$ cat src/rtl/input_conditioner.sv
// Raw switch/button conditioner: per-channel two-flop synchroniser, polarity
// normalisation, debounce, and registered rise/fall/long-press pulses.
// One lane module per channel; the top only fans raw_in out to the lanes.

module input_conditioner_lane #(
   parameter logic ACTIVE_LOW      = 1'b0,
   parameter int   DEBOUNCE_CYCLES = 250000,
   parameter int   HOLD_CYCLES     = 25000000
) (
   input  logic vga_clock,
   input  logic reset,
   input  logic raw,
   output logic level,
   output logic rise,
   output logic fall,
   output logic long_press
);
   localparam int DW = $clog2(DEBOUNCE_CYCLES + 1);
   localparam int HW = $clog2(HOLD_CYCLES + 1);
   localparam logic [DW-1:0] D_LAST = DW'(DEBOUNCE_CYCLES - 1);
   localparam logic [HW-1:0] H_LAST = HW'(HOLD_CYCLES - 1);
   localparam logic [HW-1:0] H_MAX  = HW'(HOLD_CYCLES);

   logic          s1, s2;
   logic          n;
   logic          flip;
   logic          level_next;
   logic          held;
   logic [DW-1:0] dcnt;
   logic [HW-1:0] hcnt;

   // n is the pressed/on view of the pin; flip marks the terminal mismatch cycle
   assign n          = s2 ^ ACTIVE_LOW;
   assign flip       = (n != level) && (dcnt == D_LAST);
   assign level_next = flip ? n : level;
   // held: level is 1 now and stays 1 across this edge, so a release on the
   // same edge as the terminal hold count suppresses long_press
   assign held       = level & level_next;

   // two-flop synchroniser, reset to the idle (unpressed) pin level
   always_ff @(posedge vga_clock) begin
      if (reset) begin
         s1 <= ACTIVE_LOW;
         s2 <= ACTIVE_LOW;
      end else begin
         s1 <= raw;
         s2 <= s1;
      end
   end

   // debounce: any matching cycle restarts the mismatch run
   always_ff @(posedge vga_clock) begin
      if (reset) begin
         dcnt  <= '0;
         level <= 1'b0;
         rise  <= 1'b0;
         fall  <= 1'b0;
      end else begin
         level <= level_next;
         rise  <= flip & n;
         fall  <= flip & ~n;
         if ((n == level) || flip) dcnt <= '0;
         else                      dcnt <= dcnt + DW'(1);
      end
   end

   // hold timer: counts from the rise cycle, saturates, fires once per press
   always_ff @(posedge vga_clock) begin
      if (reset) begin
         hcnt       <= '0;
         long_press <= 1'b0;
      end else begin
         long_press <= held && (hcnt == H_LAST);
         if (!held)              hcnt <= '0;
         else if (hcnt != H_MAX) hcnt <= hcnt + HW'(1);
      end
   end
endmodule

module input_conditioner #(
   parameter int                    NUM_INPUTS      = 4,
   parameter logic [NUM_INPUTS-1:0] ACTIVE_LOW_MASK = 4'b1100,
   parameter int                    DEBOUNCE_CYCLES = 250000,
   parameter int                    HOLD_CYCLES     = 25000000
) (
   input  logic                  vga_clock,
   input  logic                  reset,
   input  logic [NUM_INPUTS-1:0] raw_in,
   output logic [NUM_INPUTS-1:0] level_out,
   output logic [NUM_INPUTS-1:0] rise_pulse,
   output logic [NUM_INPUTS-1:0] fall_pulse,
   output logic [NUM_INPUTS-1:0] long_press
);
   // independent identical lanes, one per raw input
   for (genvar g = 0; g < NUM_INPUTS; g++) begin : g_lane
      input_conditioner_lane #(
         .ACTIVE_LOW      (ACTIVE_LOW_MASK[g]),
         .DEBOUNCE_CYCLES (DEBOUNCE_CYCLES),
         .HOLD_CYCLES     (HOLD_CYCLES)
      ) u_lane (
         .vga_clock  (vga_clock),
         .reset      (reset),
         .raw        (raw_in[g]),
         .level      (level_out[g]),
         .rise       (rise_pulse[g]),
         .fall       (fall_pulse[g]),
         .long_press (long_press[g])
      );
   end
endmodule

$ cat config.mk
export PLATFORM = sky130hd
export DESIGN_NAME = input_conditioner
export DESIGN_NICKNAME = d
export VERILOG_FILES = /design/src/rtl/input_conditioner.sv
export SDC_FILE = /design/constraint.sdc
export NUM_CORES = 1
export LEC_CHECK = 0
export BUFFER_PORTS_ARGS = -buffer_cell sky130_fd_sc_hd__buf_2
export CAP_MARGIN = 20
export CORE_ASPECT_RATIO = 1.2
export CORE_MARGIN = 2
export CORE_UTILIZATION = 55
export CTS_CLUSTER_SIZE = 12
export DETAILED_ROUTE_END_ITERATION = 10
export GPL_ROUTABILITY_DRIVEN = 0
export PLACE_DENSITY = 0.71
export SLEW_MARGIN = 20
export SYNTH_ARGS = -nofsm -noshare
export SYNTH_HDL_FRONTEND = slang
export SYNTH_HIERARCHICAL = 1
export SYNTH_SLANG_ARGS = --single-unit
$ cat constraint.sdc
create_clock -name vga_clock -period 5.3 [get_ports vga_clock]
set_input_delay 0.53 -clock vga_clock [delete_from_list [all_inputs] [get_ports vga_clock]]
set_output_delay 0.53 -clock vga_clock [all_outputs]
set_load 0.005 [all_outputs]
# Word-level counts from Yosys, hierarchy flattened
# Index checks and enable logic that the tools add are counted.
# totals
register_bits	196
inputBits	6
output_inout_bits	16
elab_cells	104
# classes
n_addsub	8
n_eq_ne	20
n_mux	4
n_bitwise	20
reduce_logical	20
# op_table
op	count
$add A25 B1 Y25 const B	4
$eq A25 B25 Y1 const B	4
$ne A25 B25 Y1 const B	4
$add A18 B1 Y18 const B	4
$eq A18 B18 Y1 const B	4
$reduce_or A2 Y1	8
$and A1 B1 Y1	12
$logic_and A1 B1 Y1	8
$not A1 Y1	8
$eq A1 B1 Y1	4
$logic_or A1 B1 Y1	4
$mux W1	4
$ne A1 B1 Y1	4

# Logic depth before layout (Yosys ltp)
# Gate-level depths: netlist (run 1).
# depth
word_depth	7
ltp_mapped	6
mapped_depth_nobuf	5

# Cells and area by module
# The synthesis (run 1) kept the hierarchy.
# modules_own_cells
mod	instances	cells_per_inst	area_per_inst_um2	seq_area_each_um2
input_conditioner_lane (g_lane[0].u_lane ...)	2	262	2318.5	980.9
input_conditioner_lane (g_lane[2].u_lane ...)	2	262	2308.5	980.9

# Least setup slack after synthesis (run 1)
# No wires, ideal clock.
# synth_timing
path_type	reg2reg
from	register g_lane[0].u_lane.hcnt[15]
to	register g_lane[0].u_lane.long_press
setup_time_ns	0.063
arrival_time_ns	1.881
required_time_ns	5.237
setup_slack_ns	3.356
path_stages_with_launch	5
path_buffers	0
synth_period_minus_slack_ns	1.944
path_cell_list	dfxtp_1 or4_4 or4_4 or4_4 nor2_2
# synth_between
elab_chain_len	2
# synth_rtl
item	line_no	rtl
start: declaration	30	logic [HW-1:0] hcnt;
start signal: assignment	75	else if (hcnt != H_MAX) hcnt <= hcnt + HW'(1);
$eq A25 B25 Y1	73	long_press <= held && (hcnt == H_LAST);
$logic_and A1 B1 Y1	73	
end signal: assignment	73	
end: declaration	16	output logic long_press
# No other way between the ends.
# A chain may end at the register's enable or synchronous reset.

# Final worst setup path (run 1)
# layout_timing
from	register g_lane[1].u_lane.hcnt[1]
to	register g_lane[1].u_lane.hcnt[24]
# layout_between
elab_chain_len	1
word_cells_on_any_way	2
classes_between	1 x add/sub; 1 x eq/ne
# layout_rtl
item	line_no
start: declaration	30
start signal: assignment	75
$add A25 B1 Y25 / $ne A25 B25 Y1 (equally long branches)	75
# Parallel ways exist; a longest one is shown, timed or not.

==> impl_metrics.tcl, run 1 <==
set metrics [dict create \
    grt.total_usage_pct 20.62 \
    die_area_um2 17880 \
    rsz0062_at_grt "false" \
    status "finished, final reports clean" \
    syn_to_final_growth_pct 9.221 \
    h-tree-depth 4 \
    crit_path_max_fanout 10 \
    clk_path_buf_depth 2 \
    drive_gt1_share_pct 9.551 \
    crit_arrival_ns 2.53 \
    path_cells "ha_1 > and4_1 > nand4_1 > or4_1 > a21oi_1" \
    setup_ws_ns 3.122 \
    synthTopCellsByArea "dfxtp_1, xor2_1, nor2_1" \
    post-cts-setup-buffer-count 0 \
    row_count 51 \
    post-route-period-util_pct 41.09 \
    synth.largest_area_cell "dfxtp_1" \
    fmax_ghz 0.4592 \
    drt_iter0_drc 408 \
    multiInputGateArea_um2 5092 \
    setup_tns_ns 0 \
    portBuffers 21 \
    gr-total-overflow 0 \
    crit_path_max_incr_delay_ns 0.57 \
    synth_area_um2 9254 \
    cts.sinks 196 \
    crit_type "reg2reg" \
    coreArea_um2 16340 \
    place_ws_ns 3.115 \
    cts_hold_buf 0 \
    worst_path_max_delay_cell "or4_1" \
    worstMarginPinSlew_ns 0.6774 \
    nFillCells 1458 \
    drt-total-wl_um 18000 \
    via_per_inst 5.913 \
    r2r_cells 5 \
    drv_slew 0 \
    grt_max_degree 29 \
    endpoint_kind "flop" \
    antenna_left 0 \
    synth_top_area_share_pct 42.40 \
    critPathRequiredTime_ns 5.65 \
    hold_viol 0 \
    fin_cells 1280 \
    grt_pass1_vias 7026 \
    syn_inst 1048 \
    vias 7569 \
    min_path_type "in2reg" \
    cts-root-buf "clkbuf_16" \
    ir_drop_mv 0.2081 \
    clk_latency_ns 0.42 \
    die_w_um 122.4 \
    yosysWarnings 6 \
    worst_clock_skew_ns 0.008418 \
    post-route-min-period_ns 2.178 \
    synth-seq-cells 196 \
    dr.pass1.iters 5 \
    postSynthAreaPerCell_um2 8.830 \
    critPathBufInv 0 \
    maxCapViolCount 0 \
    cp_top_family "simple AND/OR/NAND/NOR gates" \
    synth_seq_area_share_pct 42.40 \
    min_path_cells 2 \
    antenna_found_initial 0 \
    chipHeight_um 146.1 \
    p_leak_nw 2.913 \
    numCtsBuffers 17 \
    cp-start-kind "flop" \
    dp_cells 1249 \
    power.density_nw_per_um2 279.6 \
    diodes 0 \
    regArea_um2 3924 \
    cts-resized-gates 0 \
    synth_nets 1066 \
    grt_pass1_wl_um 31250 \
    routedWlPerCell_um 14.07 \
    ios 22 \
    dp_hpwl_um 12100 \
    synth.distinct_cells 42 \
    crit_cells 5 \
    start_util_pct 56.65 \
    clkTransAtPathRegs_ns 0.07 \
    nNetsFinal 1074 \
    cts_tree "yes" \
    setup_viol 0 \
    max-slew-margin-rel_pct 54.84 \
    drc 0 \
]
-- cell usage after synthesis, drive strengths merged --
master,n
dfxtp,196
nor2,108
a21oi,68
nand3,66
nand2,58
nand4,56
xor2,50
or4,48
o31ai,46
xnor2,38
o21ai,36
and4,28
clkbuf,28
or3,28
nor3,24
inv,22
nor4,22
and3,20
ha,12
nor4b,12
o311ai,10
and2,8
buf,8
nand2b,8
nor2b,8
or2,8
a31oi,4
mux2i,4
nand4bb,4
nor4bb,4
o211ai,4
o21ba,4
o31a,4
or4b,4
-- kinds of logic (layout without fill, tap and decap cells) --
| group | after synthesis | count (layout) | synth area share [%] |
|---|---|---|---|
| AO/OA/AOI/OAI | 176 | 176 | 12.14 |
| adder cells (fa/ha/maj) | 12 | 12 | 1.622 |
| multiplexers | 4 | 4 | 0.4327 |
| AND/OR/NAND/NOR | 514 | 514 | 32.34 |
| flip-flops | 196 | 196 | 42.40 |
| buffers and inverters | 58 | 78 | 2.731 |
| XOR/XNOR | 88 | 88 | 8.329 |
-- final timing paths --
| path | start | end | slack [ns] |
|---|---|---|---|
| setup / recovery | g_lane[1].u_lane/hcnt[1]$_SDFFE_PP0P_ | g_lane[1].u_lane/hcnt[24]$_SDFFE_PP0P_ | 3.12 |
| hold / removal | raw_in[3] | g_lane[3].u_lane/s1$_SDFF_PP1_ | 0.28 |
| setup reg to reg | g_lane[1].u_lane/hcnt[1]$_SDFFE_PP0P_ | g_lane[1].u_lane/hcnt[24]$_SDFFE_PP0P_ | 3.12 |
| hold reg to reg | g_lane[2].u_lane/s1$_SDFF_PP1_ | g_lane[2].u_lane/s2$_SDFF_PP1_ | 0.41 |
-- layer usage --
metal | share of wire, % | GRT usage (%) | wire length [µm]
met1 | 48 | 26.46 | 8662
met2 | 49 | 35.47 | 8744
met3 | 2.1 | 3.516 | 382
met4 | 1.2 | 5.575 | 214
met5 | 0 | 0 | 0
-- layout make-up --
class	instances	area share, %
well taps	212	2.624
repair buffers	25	1.337
clock inverters	9	1.523
multi-input cells	794	50.38
flip-flops and latches	196	38.82
inverters	22	0.8170
clock buffers	22	4.494
-- through the flow --
stage	power [W]	hold WS, ns	cell area [µm²]	util (%)
6_report	0.002826	0.2843	10110	61.87
5_1_grt	0.002920	0.2738	10110	61.87
4_1_cts	0.002861	0.2667	10090	61.78
3_5_place_dp	0.001527	0.3985	9484	58.06
3_3_place_gp	0.001527	0.3928	9484	58.06
2_1_floorplan	0.001520	0.3895	9254	-
-- worst register-to-register path, stage by stage (launching register included) --
cell and delay (ns):
dfxtp_1 0.45, ha_1 0.25, and4_1 0.31, nand4_1 0.36, or4_1 0.57, a21oi_1 0.17
-- state kept, by name (all words and copies together) (netlist names) --
name                      count
g_lane.u_lane/dcnt           72
g_lane.u_lane/fall            4
g_lane.u_lane/level           4
g_lane.u_lane/s1              4
g_lane.u_lane/long_press      4
g_lane.u_lane/rise            4
g_lane.u_lane/s2              2
g_lane.u_lane/n               2
g_lane.u_lane/hcnt          100
-- where the power goes --
| group | total (W) | internal [W] | switching (W) |
|---|---|---|---|
| Sequential | 0.00148 | 0.00148 | 0.00000320 |
| Clock | 0.00133 | 0.000800 | 0.000532 |
| Combinational | 0.0000149 | 0.00000499 | 0.00000993 |
| Total | 0.00283 | 0.00228 | 0.000545 |
-- placed cells by master, fill, tap and decap left out, drive strengths merged, types with 28 or more instances in the layout --
cell	n
o31ai	46
nor2	108
or4	48
dfxtp	196
nand3	66
nand4	56
a21oi	68
or3	28
xnor2	38
xor2	50
nand2	58
o21ai	36
and4	28
(Power assumes the default switching activity.)
==> run 2: changes to the inputs <==
--- a/config.mk
+++ b/config.mk
@@ -13,7 +13,7 @@
 export CTS_CLUSTER_SIZE = 12
 export DETAILED_ROUTE_END_ITERATION = 10
 export GPL_ROUTABILITY_DRIVEN = 0
-export PLACE_DENSITY = 0.71
+export PLACE_DENSITY = 0.74
 export SLEW_MARGIN = 20
 export SYNTH_ARGS = -nofsm -noshare
 export SYNTH_HDL_FRONTEND = slang
==> constraint.sdc (replaced) <==
create_clock -name vga_clock -period 1.9 [get_ports vga_clock]
set_input_delay 0.19 -clock vga_clock [delete_from_list [all_inputs] [get_ports vga_clock]]
set_output_delay 0.19 -clock vga_clock [all_outputs]
set_load 0.005 [all_outputs]
==> impl_metrics.tcl, run 2 (synthesis results as in run 1) <==
set metrics [dict create \
    status "finished with violations" \
    violations "setup timing" \
    min_path_type "in2reg" \
    worstMarginPinSlew_ns 0.4463 \
    min_path_cells 2 \
    largest_reg_flops 100 \
    clk_latency_ns 0.43 \
    r2r-start "g_lane[0].u_lane/hcnt[15]$_SDFFE_PP0P_" \
    grt_pass1_vias 7852 \
    fmax_ghz 0.5230 \
    r2r_cells 4 \
    start_util_pct 56.65 \
    drt-total-wl_um 20700 \
    worstHoldStart "raw_in[0]" \
    die_area_um2 17880 \
    diodes 0 \
    timing.rr.end "g_lane[0].u_lane/long_press$_SDFF_PP0_" \
    drt_iter0_drc 515 \
    max_flop_register "g_lane.u_lane/hcnt" \
    endpoint_kind "flop" \
    setup_viol 2 \
    seqPwrFrac_pct 50.7 \
    crit_type "reg2reg" \
    maxCapViolCount 0 \
    p_total_w 0.008131 \
    drv_slew 0 \
    clkTransAtPathRegs_ns 0.07 \
    numCtsBuffers 17 \
    reg_top3 "g_lane.u_lane/hcnt: 100 flops, g_lane.u_lane/dcnt: 72 flops" \
    intPower_w 0.006487 \
    crit_arrival_ns 2.29 \
    switching_share_pct 20.21 \
    p_leak_nw 3.589 \
    grt.total_usage_pct 23.13 \
    critPathRequiredTime_ns 2.28 \
    place_ws_ns -0.01919 \
    reg2reg_setup_slack_ns -0.01 \
    power.share.clock_pct 48.7 \
    power_switching_w 0.001643 \
    hold_viol 0 \
    die_w_um 122.4 \
    portBuffers 21 \
    syn_to_final_growth_pct 21.93 \
    setup_ws_ns -0.01208 \
    antenna_left 0 \
    final_cell_mix "dfxtp_1, buf_4, nor2_1" \
    worst_clock_skew_ns 0.009542 \
    ir_drop_mv 0.5770 \
    cts.sinks 196 \
    stdcell_area_um2 11280 \
    rsz0062_at_grt "true" \
    fin_cells 1406 \
    post-route-min-period_ns 1.912 \
    clk_path_buf_depth 2 \
    antenna_found_initial 0 \
    dp_cells 1359 \
    cts-root-buf "clkbuf_16" \
    nFillCells 1338 \
    cts_tree "yes" \
    power.density_nw_per_um2 720.6 \
    combPwrFrac_pct 0.6 \
    grt_pass1_wl_um 34650 \
    via_per_inst 5.920 \
    gr-total-overflow 0 \
    chipHeight_um 146.1 \
    row_count 51 \
    max-slew-margin-rel_pct 69.82 \
    post-route-period-util_pct 100.6 \
    drc 0 \
    coreArea_um2 16340 \
    nNetsFinal 1199 \
    routedWlPerCell_um 14.72 \
    h-tree-depth 4 \
    drive_gt1_share_pct 22.11 \
    vias 8324 \
    dr.pass1.iters 6 \
    dp_hpwl_um 14190 \
    final_common_cell "dfxtp_1" \
    postPlaceCellArea_um2 10330 \
    ios 22 \
    holdPathEnd "g_lane[0].u_lane/s1$_SDFF_PP0_" \
    grt_max_degree 26 \
    crit_path_max_fanout 5 \
    cp-start-kind "flop" \
]
==> run 2: power groups by stage <==
stage / combinational (W) / sequential, W / clock [W]
6_report: 0.0000498 / 0.00412 / 0.00396
5_1_grt: 0.0000557 / 0.00412 / 0.00420
4_1_cts: 0.0000507 / 0.00412 / 0.00402
3_5_place_dp: 0.0000455 / 0.00422 / 0
3_3_place_gp: 0.0000449 / 0.00422 / 0
2_1_floorplan: 0.0000219 / 0.00422 / 0
==> run 2: final cells by class <==
cell class              count  area, µm²  share of cell area, %
inverters                  22      82.58                 0.7319
flip-flops and latches    196       3951                  35.02
clock inverters            15      226.5                  2.007
repair buffers            150       1114                  9.869
clock buffers              17      425.4                  3.770
well taps                 212      265.3                  2.351
multi-input cells         794       5219                  46.25
==> run 2: what timing repair did <==
item,CTS,global route
gates cloned,0,0
pin swaps,1,15
buffers inserted,1,11
endpoints found under the hold margin,3,0
hold buffers,3,0
setup endpoints to repair,3,76
resized for setup,1,49
==> run 2: how the worst max path moves through the flow <==
stage                                           start  slack [ns]                                      to
2_1_floorplan   g_lane[2].u_lane/hcnt[6]$_SDFFE_PP0P_       0.007  g_lane[2].u_lane/hcnt[19]$_SDFFE_PP0P_
3_3_place_gp    g_lane[2].u_lane/hcnt[7]$_SDFFE_PP0P_        0.05  g_lane[2].u_lane/long_press$_SDFF_PP0_
3_5_place_dp    g_lane[0].u_lane/hcnt[7]$_SDFFE_PP0P_       -0.02  g_lane[0].u_lane/hcnt[16]$_SDFFE_PP0P_
4_1_cts         g_lane[0].u_lane/hcnt[3]$_SDFFE_PP0P_       0.002  g_lane[0].u_lane/hcnt[13]$_SDFFE_PP0P_
5_1_grt        g_lane[0].u_lane/hcnt[15]$_SDFFE_PP0P_       -0.06  g_lane[0].u_lane/hcnt[16]$_SDFFE_PP0P_
6_report       g_lane[0].u_lane/hcnt[15]$_SDFFE_PP0P_       -0.01  g_lane[0].u_lane/long_press$_SDFF_PP0_
==> run 2: metrics by stage <==
step	hold slack [ns]	TNS, ns	utilization [%]
2_1_floorplan	0.2616	0	-
3_3_place_gp	0.3737	0	63.27
3_5_place_dp	0.3765	-0.01919	63.27
4_1_cts	0.001883	0	67.55
5_1_grt	0.02380	-0.2360	69.07
6_report	0.007438	-0.01513	69.07
==> run 2: worst max-delay path, stage by stage, from the launching register on <==
cell and delay, ns:
dfxtp_2 0.32, or4_4 0.53, or4_4 0.47, or4_4 0.43, nor2_2 0.10
==> run 2: layer usage <==
layer / global-route usage (%) / up-vias / wire [µm]
met3: 3.906 / 39 / 547
met4: 8.506 / 0 / 436
met1: 28.65 / 3970 / 9102
met5: 0 / - / 0
li1: - / 4179 / -
met2: 39.92 / 136 / 10620
